<file path="src/rtl/operand_loader.sv">
// rtl/operand_loader.sv - synchronized, optionally debounced load/clear buttons driving an A/B/opcode FSM
// Optional debouncer on btn_load enabled by OPERAND_LOADER_DEBOUNCE_EN.
module operand_loader #(
   parameter int DEB_CYCLES = 16
) (
   input  logic       clk,
   input  logic       rst,
   input  logic [3:0] sw,
   input  logic       btn_load,
   input  logic       btn_clear,
   output logic [3:0] A_num,
   output logic [3:0] B_num,
   output logic [1:0] ALUControl,
   output logic       op_valid,
   output logic [1:0] state_dbg
);

   typedef enum logic [1:0] {
      S_A   = 2'b00,
      S_B   = 2'b01,
      S_OP  = 2'b10,
      S_RDY = 2'b11
   } state_t;

   state_t state;
   logic   load_s1, load_s2, clr_s1, clr_s2;
   logic   lvl, lvl_d, load_evt;

   always_ff @(posedge clk or negedge rst) begin
      if (!rst) begin
         load_s1 <= 1'b0;
         load_s2 <= 1'b0;
         clr_s1  <= 1'b0;
         clr_s2  <= 1'b0;
      end else begin
         load_s1 <= btn_load;
         load_s2 <= load_s1;
         clr_s1  <= btn_clear;
         clr_s2  <= clr_s1;
      end
   end

`ifdef OPERAND_LOADER_DEBOUNCE_EN
   localparam int CNT_W = $clog2(DEB_CYCLES) + 1;

   logic [CNT_W-1:0] deb_cnt;
   logic             stable;

   // Level flips only after DEB_CYCLES consecutive samples disagree with it.
   always_ff @(posedge clk or negedge rst) begin
      if (!rst) begin
         deb_cnt <= '0;
         stable  <= 1'b0;
      end else if (load_s2 != stable) begin
         if (deb_cnt == CNT_W'(DEB_CYCLES - 1)) begin
            stable  <= ~stable;
            deb_cnt <= '0;
         end else begin
            deb_cnt <= deb_cnt + 1'b1;
         end
      end else begin
         deb_cnt <= '0;
      end
   end

   assign lvl = stable;
`else
   logic unused_deb;
   assign unused_deb = ^DEB_CYCLES;
   assign lvl        = load_s2;
`endif

   always_ff @(posedge clk or negedge rst) begin
      if (!rst) lvl_d <= 1'b0;
      else      lvl_d <= lvl;
   end

   assign load_evt = lvl & ~lvl_d;

   always_ff @(posedge clk or negedge rst) begin
      if (!rst) begin
         state      <= S_A;
         A_num      <= '0;
         B_num      <= '0;
         ALUControl <= '0;
         op_valid   <= 1'b0;
      end else begin
         op_valid <= 1'b0;
         if (clr_s2) begin
            state      <= S_A;
            A_num      <= '0;
            B_num      <= '0;
            ALUControl <= '0;
         end else if (load_evt) begin
            case (state)
               S_A: begin
                  A_num <= sw;
                  state <= S_B;
               end
               S_B: begin
                  B_num <= sw;
                  state <= S_OP;
               end
               S_OP: begin
                  ALUControl <= sw[1:0];
                  op_valid   <= 1'b1;
                  state      <= S_RDY;
               end
               default: begin
                  A_num <= sw;
                  state <= S_B;
               end
            endcase
         end
      end
   end

   assign state_dbg = state;

endmodule

</file>
<file path="config.mk">
export PLATFORM = sky130hd
export DESIGN_NAME = operand_loader
export DESIGN_NICKNAME = d
export VERILOG_FILES = /design/src/rtl/operand_loader.sv
export SDC_FILE = /design/constraint.sdc
export NUM_CORES = 1
export LEC_CHECK = 0
export CAP_MARGIN = 20
export CORE_MARGIN = 3
export CORE_UTILIZATION = 40
export CTS_CLUSTER_SIZE = 40
export DETAILED_ROUTE_END_ITERATION = 16
export GPL_TIMING_DRIVEN = 0
export HOLD_SLACK_MARGIN = 0.05
export PLACE_DENSITY = 0.72
export SYNTH_ARGS = -nofsm -noshare
export SYNTH_HDL_FRONTEND = slang
export SYNTH_SLANG_ARGS = --single-unit
</file>
<file path="constraint.sdc">
create_clock -name clk -period 1.7 [get_ports clk]
set_clock_uncertainty 0.1 [all_clocks]
set_input_delay 0.17 -clock clk [delete_from_list [all_inputs] [get_ports clk]]
set_output_delay 0.17 -clock clk [all_outputs]
set_load 0.05 [all_outputs]
</file>
==> impl_results.md, run 1 <==
- Worst-path clk slew: 0.10 ns
- Net Switching: 0.2212 mW
- Largest net degree at the start of global routing: 19
- GPL Wtd Cong: 0.6703
- Power Dens Cells: 891.5 nW/um^2
- Vias in the first global route: 463
- Initial core utilization: 44.60%
- Vias/cell: 5.000
- # diodes: 0
- Final hold violation count: 0
- Area after DPL: 923.4 sq um
- Antenna violations before repair: 0
- Clk sinks: 18
- Max Cap Viol: 0
- Residual DRC: 0
- Cells after Synth: 52
- Layout Nets: 87
- Placed insts: 88
- Critical path class: reg -> out
- Final Cell Area: 947.2 sq um
- Post-layout util: 60.08%
- DR pass1 iterations: 2
- Synthesized area per cell: 13.52 sq um
- YS warnings: 0
- Total die area: 2297 sq um
- Setup crit start kind: flop
- Post-synthesis sequential area ratio: 64.06%
- # hold bufs at CTS: 0
- Max Slew Vio Count: 0
- Crit path arrival time: 1.20 ns
- H-tree levels: 1
- GR Util All Layers: 12.77%
- Clock power frac: 31.1%
- Worst hold-check path type: in -> async
- Worst stage delay on the critical path: 0.53 ns
- DR vias: 460
- Tmin final: 1.471 ns
- Maximum vdd drop: 0.0006523 V
- Setup TNS: 0 ns
- Outcome: completed
- Final Cycle Share: 86.51%
- Seq pwr share: 53.9%
- Top delay family on crit path: buffers and inverters
- Sw Ratio: 26.19%
- Core Region: 1577 sq um
- Post-Syn Area: 703.2 sq um
- Clock buffer depth: 2
- Iteration-0 DRC Markers: 6
- DR WL/cell: 13.18 um
- Die span in y: 47.93 um
- Gr ovfl total: 0
- Die width: 47.93 um
- Slowest CP cell: dlygate4sd2_1
- Share of cells above drive strength 1: 11.84%
- Synthesized flop and latch total: 18
- RSZ-0062 raised after global routing: false
- Worst Path Required: 1.43 ns
- CP Max Fanout: 3
- # rows: 14
- Netlist cell types: 14
- Ports: 21
- Worst setup EP type: output pin
- Syn nets: 62
- Worst slew pin tran: 0.7479 ns
- # Post-CTS Setup Buffers: 0
- Critical-path cell list: dlygate4sd2_1
- Internal: 0.6232 mW
- CTS tree: done
- Leakage: 0.5631 nW
- Area growth from synthesis to layout: 34.70%
- TritonCTS buffer count: 3
- Clk Latency, worst-skew pair: 0.29 ns
- DRT antenna net count: 0
- Final setup violation count: 0
- First-pass GRT wire length: 1959 um
- WP buf/inv: 1
- Final Non-Filler Cells: 92
- WL final: 1213 um
- Worst slew margin: 49.98%
- DP HPWL: 870.7 um
- Combinational share of power: 15.0%
- PortBufs: 20
- CTS root buffer: clkbuf_4
- Fmax: 680.0 MHz
[synthesized netlist by cell type]
cell type  number  share of area, %
a21oi_1         1              0.71
and2_1          1              0.89
clkbuf_1        1              0.53
dfrtp_1        18                64
ha_1            2               3.6
inv_1           2               1.1
mux2_4          1               2.1
mux2i_1        10                14
nand2b_2        1               1.2
nand3b_1        1               1.1
nand3b_2        2               3.2
nor2_1         10               5.3
nor2_2          1              0.89
nor3b_1         1               1.1
[timing repair]
action	4_1_cts	5_1_grt
hold endpoints to repair	0	0
setup endpoints to repair	12	1
resized for setup	12	1
[sequential cells by signal, indices dropped and copies added (netlist names)]
signal      flops
load_s1         1
state_dbg       2
clr_s2          1
op_valid        1
lvl_d           1
ALUControl      2
B_num           4
clr_s1          1
load_s2         1
A_num           4
[metal layers]
metal	track usage, %	routed length [um]	vias up
met5	0	0	-
met1	16.39	598	223
met2	17.94	516	12
met4	9.677	23	0
li1	-	-	221
met3	3.759	74	4
[area by class of cell]
class / count / area (sq um)
Buffer: 1 / 3.754
Clock buffer: 4 / 36.28
Fill cell: 132 / 629.4
Inverter: 2 / 7.507
Multi-Input combinational cell: 31 / 241.5
Sequential cell: 18 / 450.4
Tap cell: 16 / 20.02
Timing Repair Buffer: 20 / 187.7
[kinds of logic (layout without fill, tap and decap cells)]
| group | Yosys count | in the layout | share of synthesized area (%) |
|---|---|---|---|
| buffers and inverters | 3 | 27 | 1.601 |
| AOI/OAI and AO/OA | 1 | 1 | 0.7111 |
| adders and majority gates | 2 | 2 | 3.558 |
| DFF | 18 | 18 | 64.06 |
| muxes | 11 | 11 | 16.37 |
| and+or+nand+nor | 17 | 17 | 13.70 |
[through the flow]
stage / power [mW] / setup WS (ns) / hold WS, ns
after floorplan: 0.5422 / 0.03597 / -0.2256
after global placement: 0.5983 / 0.2783 / 0.2345
after detailed placement: 0.5997 / 0.2758 / 0.2387
after CTS: 0.8499 / 0.004139 / 0.2040
after global routing: 0.8717 / 0.1737 / 0.2091
final: 0.8444 / 0.2294 / 0.2044
[placed cells by master (no fill, tap or decap), drive strengths merged]
cell type      count
dlygate4sd2       12
nand2b             1
nor2              11
dlymetal6s2s       1
dfrtp             18
clkdlybuf4s50      7
nand3b             3
and2               1
mux2i             10
a21oi              1
clkbuf             5
nor3b              1
ha                 2
mux2               1
inv                2
[power groups by stage]
stage | registers [mW] | clock network, mW | logic, mW
6_report | 0.455 | 0.263 | 0.126
5_1_grt | 0.458 | 0.279 | 0.136
4_1_cts | 0.455 | 0.266 | 0.129
3_5_place_dp | 0.464 | 0 | 0.136
3_3_place_gp | 0.464 | 0 | 0.134
2_1_floorplan | 0.502 | 0 | 0.0401
[path summary, 6_finish.rpt]
check                                   from           end  slack [ns]  cells after the start
max in group asynchronous                rst         lvl_d        0.82                      1
worst min register to register        clr_s1        clr_s2        0.26                      0
worst max-delay path            state_dbg[0]  state_dbg[0]        0.23                      1
min in group clk                    btn_load       load_s1        0.21                      1
worst min-delay path                     rst      B_num[3]        0.20                      1
worst max register to register  state_dbg[0]      A_num[1]        0.30                      5
Power figures use the tool's default switching activity.
==> run 2: changes to the inputs <==
--- a/config.mk
+++ b/config.mk
@@ -8,11 +8,12 @@
 export CAP_MARGIN = 20
 export CORE_MARGIN = 3
 export CORE_UTILIZATION = 40
+export CTS_CLUSTER_DIAMETER = 150
 export CTS_CLUSTER_SIZE = 40
 export DETAILED_ROUTE_END_ITERATION = 16
 export GPL_TIMING_DRIVEN = 0
 export HOLD_SLACK_MARGIN = 0.05
-export PLACE_DENSITY = 0.72
+export PLACE_DENSITY = 0.7
 export SYNTH_ARGS = -nofsm -noshare
 export SYNTH_HDL_FRONTEND = slang
 export SYNTH_SLANG_ARGS = --single-unit
==> run 2 against run 1 <==
  * Setup slack improved by 0.020 ns
  * Clock power shrank 27%
  * Sequential share of layout area rose by 0.90 points
  * Combinational power is essentially flat
  * Largest power group unchanged
  * Highest routed layer unchanged
==> impl_results.md, run 2 (synthesized netlist as in run 1, its figures left out) <==
- Outcome: completed (unchanged)
- Slowest CP cell: dlygate4sd2_1 (unchanged)
- Worst setup EP type: output pin (unchanged)
- Tmin final: 1.451 ns (was 1.471 ns)
- Most common cell after layout, fill and taps aside: dfrtp_1 (unchanged)
- Most Crowded Layer GR: met2 (unchanged)
- Setup crit start kind: flop (unchanged)
- Worst slew pin tran: 0.7679 ns (was 0.7479 ns)
- GPL Wtd Cong: 0.7221 (was 0.6703)
- Iteration-0 DRC Markers: 5 (was 6)
- Layout Nets: 87 (unchanged)
- GRT met2 Usage: 19.53% (was 17.94%)
- Top delay family on crit path: buffers and inverters (unchanged)
- Max Slew Vio Count: 0 (unchanged)
- CTS root buffer: clkbuf_4 (unchanged)
- # Post-CTS Setup Buffers: 0 (unchanged)
- Vias/cell: 4.978 (was 5.000)
- Leakage: 0.5422 nW (was 0.5631 nW)
- Die span in y: 47.93 um (unchanged)
- Worst stage delay on the critical path: 0.53 ns (about the same)
- Worst-path clk slew: 0.09 ns (was 0.10 ns)
- Die width: 47.93 um (unchanged)
- Most frequent cells in the layout: dfrtp_1, dlygate4sd2_1, mux2i_1, nor2_1, clkdlybuf4s50_1 (unchanged)
- Power Dens Cells: 832.3 nW/um^2 (was 891.5 nW/um^2)
- Worst hold-check path type: in -> reg (was in -> async)
- Final Cell Area: 929.6 sq um (was 947.2 sq um)
- Area growth from synthesis to layout: 32.21% (was 34.70%)
- Clk sinks: 18 (unchanged)
- R2R setup slack: 0.29 ns (was 0.30 ns)
- # diodes: 0 (unchanged)
- Vias in the first global route: 429 (was 463)
- Max Cap Viol: 0 (unchanged)
- WL final: 1235 um (was 1213 um)
- Total die area: 2297 sq um (unchanged)
- RSZ-0062 raised after global routing: false (unchanged)
- Area after DPL: 923.4 sq um (unchanged)
- DR pass1 iterations: 6 (was 2)
- Critical-path cell list: dlygate4sd2_1 (unchanged)
- # rows: 14 (unchanged)
- DR WL/cell: 13.57 um (was 13.18 um)
- Place WS: 0.2707 ns (was 0.2758 ns)
- Maximum vdd drop: 0.0007350 V (was 0.0006523 V)
- WP buf/inv: 1 (unchanged)
- Residual DRC: 0 (unchanged)
- Final Cycle Share: 85.33% (was 86.51%)
- GR Util All Layers: 12.39% (was 12.77%)
- Share of cells above drive strength 1: 10.67% (was 11.84%)
- Clk Latency, worst-skew pair: 0.27 ns (was 0.29 ns)
- Final Non-Filler Cells: 91 (was 92)
- CP Max Fanout: 3 (unchanged)
- DR vias: 453 (was 460)
- Fmax: 689.4 MHz (was 680.0 MHz)
- Largest regs: A_num (4), B_num (4) (unchanged)
- DP HPWL: 941.7 um (was 870.7 um)
- Crit path arrival time: 1.18 ns (was 1.20 ns)
- Core Region: 1577 sq um (unchanged)
- Worst Path Required: 1.43 ns (about the same)
- Ports: 21 (unchanged)
- TritonCTS buffer count: 3 (unchanged)
- Initial core utilization: 44.60% (unchanged)
- DRT antenna net count: 0 (unchanged)
- Final setup violation count: 0 (unchanged)
- Met3 GRT Util: 2.256% (was 3.759%)
- Placed insts: 88 (unchanged)
- Largest net degree at the start of global routing: 19 (unchanged)
- Setup TNS: 0 ns (unchanged)
- Gr ovfl total: 0 (unchanged)
- PortBufs: 20 (unchanged)
- PnR worst setup slack: 0.2494 ns (was 0.2294 ns)
- Antenna violations before repair: 0 (unchanged)
- Met1 Use GR: 17.52% (was 16.39%)
- First-pass GRT wire length: 1938 um (was 1959 um)
- CTS tree: done (unchanged)
- Clock buffer depth: 2 (unchanged)
- Worst slew margin: 48.64% (was 49.98%)
- H-tree levels: 1 (unchanged)
- Final hold violation count: 0 (unchanged)
- Critical path class: reg -> out (unchanged)
- Post-layout util: 58.97% (was 60.08%)
[run 2: worst paths after layout]
path                       depth (start not counted)    startpoint            to
max                                                1  state_dbg[1]  state_dbg[1]
min                                                1     btn_clear        clr_s1
max reg2reg                                        5  state_dbg[0]      A_num[3]
min reg2reg                                        0        clr_s1        clr_s2
max in group asynchronous                          1           rst      A_num[1]
min in group asynchronous                          1           rst      B_num[2]
[run 2: final cells by class]
class                   instances  area [sq um]
fillers                       139         646.9
well taps                      16         20.02
multi-input cells              31         241.5
flip-flops and latches         18         450.4
inverters                       2         7.507
clock buffers                   3         22.52
repair buffers                 20         183.9
plain buffers                   1         3.754
[run 2: what timing repair did]
action / 4_1_cts / 5_1_grt
resized for setup: 13 / 0
endpoints found under the setup margin: 13 / 0
hold buffers: 0 / 0
[run 2: power by group]
part / leakage (nW) / total (mW) / internal [mW] / switching [mW]
Clock: 0.0138 / 0.193 / 0.0819 / 0.111
Sequential: 0.237 / 0.455 / 0.445 / 0.0105
Combinational: 0.292 / 0.126 / 0.0477 / 0.0781
[run 2: routing by layer]
| layer | part of all wire (%) | routed length [um] | vias up |
|---|---|---|---|
| li1 | - | - | 219 |
| met1 | 45 | 557 | 220 |
| met2 | 50 | 615 | 12 |
| met3 | 4.2 | 52 | 2 |
| met4 | 0.73 | 9 | 0 |
| met5 | 0 | 0 | - |
[run 2: metrics by stage]
step / hold slack, ns / power [mW]
after floorplan: -0.2256 / 0.5422
after global placement: 0.2332 / 0.5985
after detailed placement: 0.2428 / 0.6001
after CTS: 0.2221 / 0.7879
after global routing: 0.2347 / 0.8216
final: 0.2295 / 0.7738
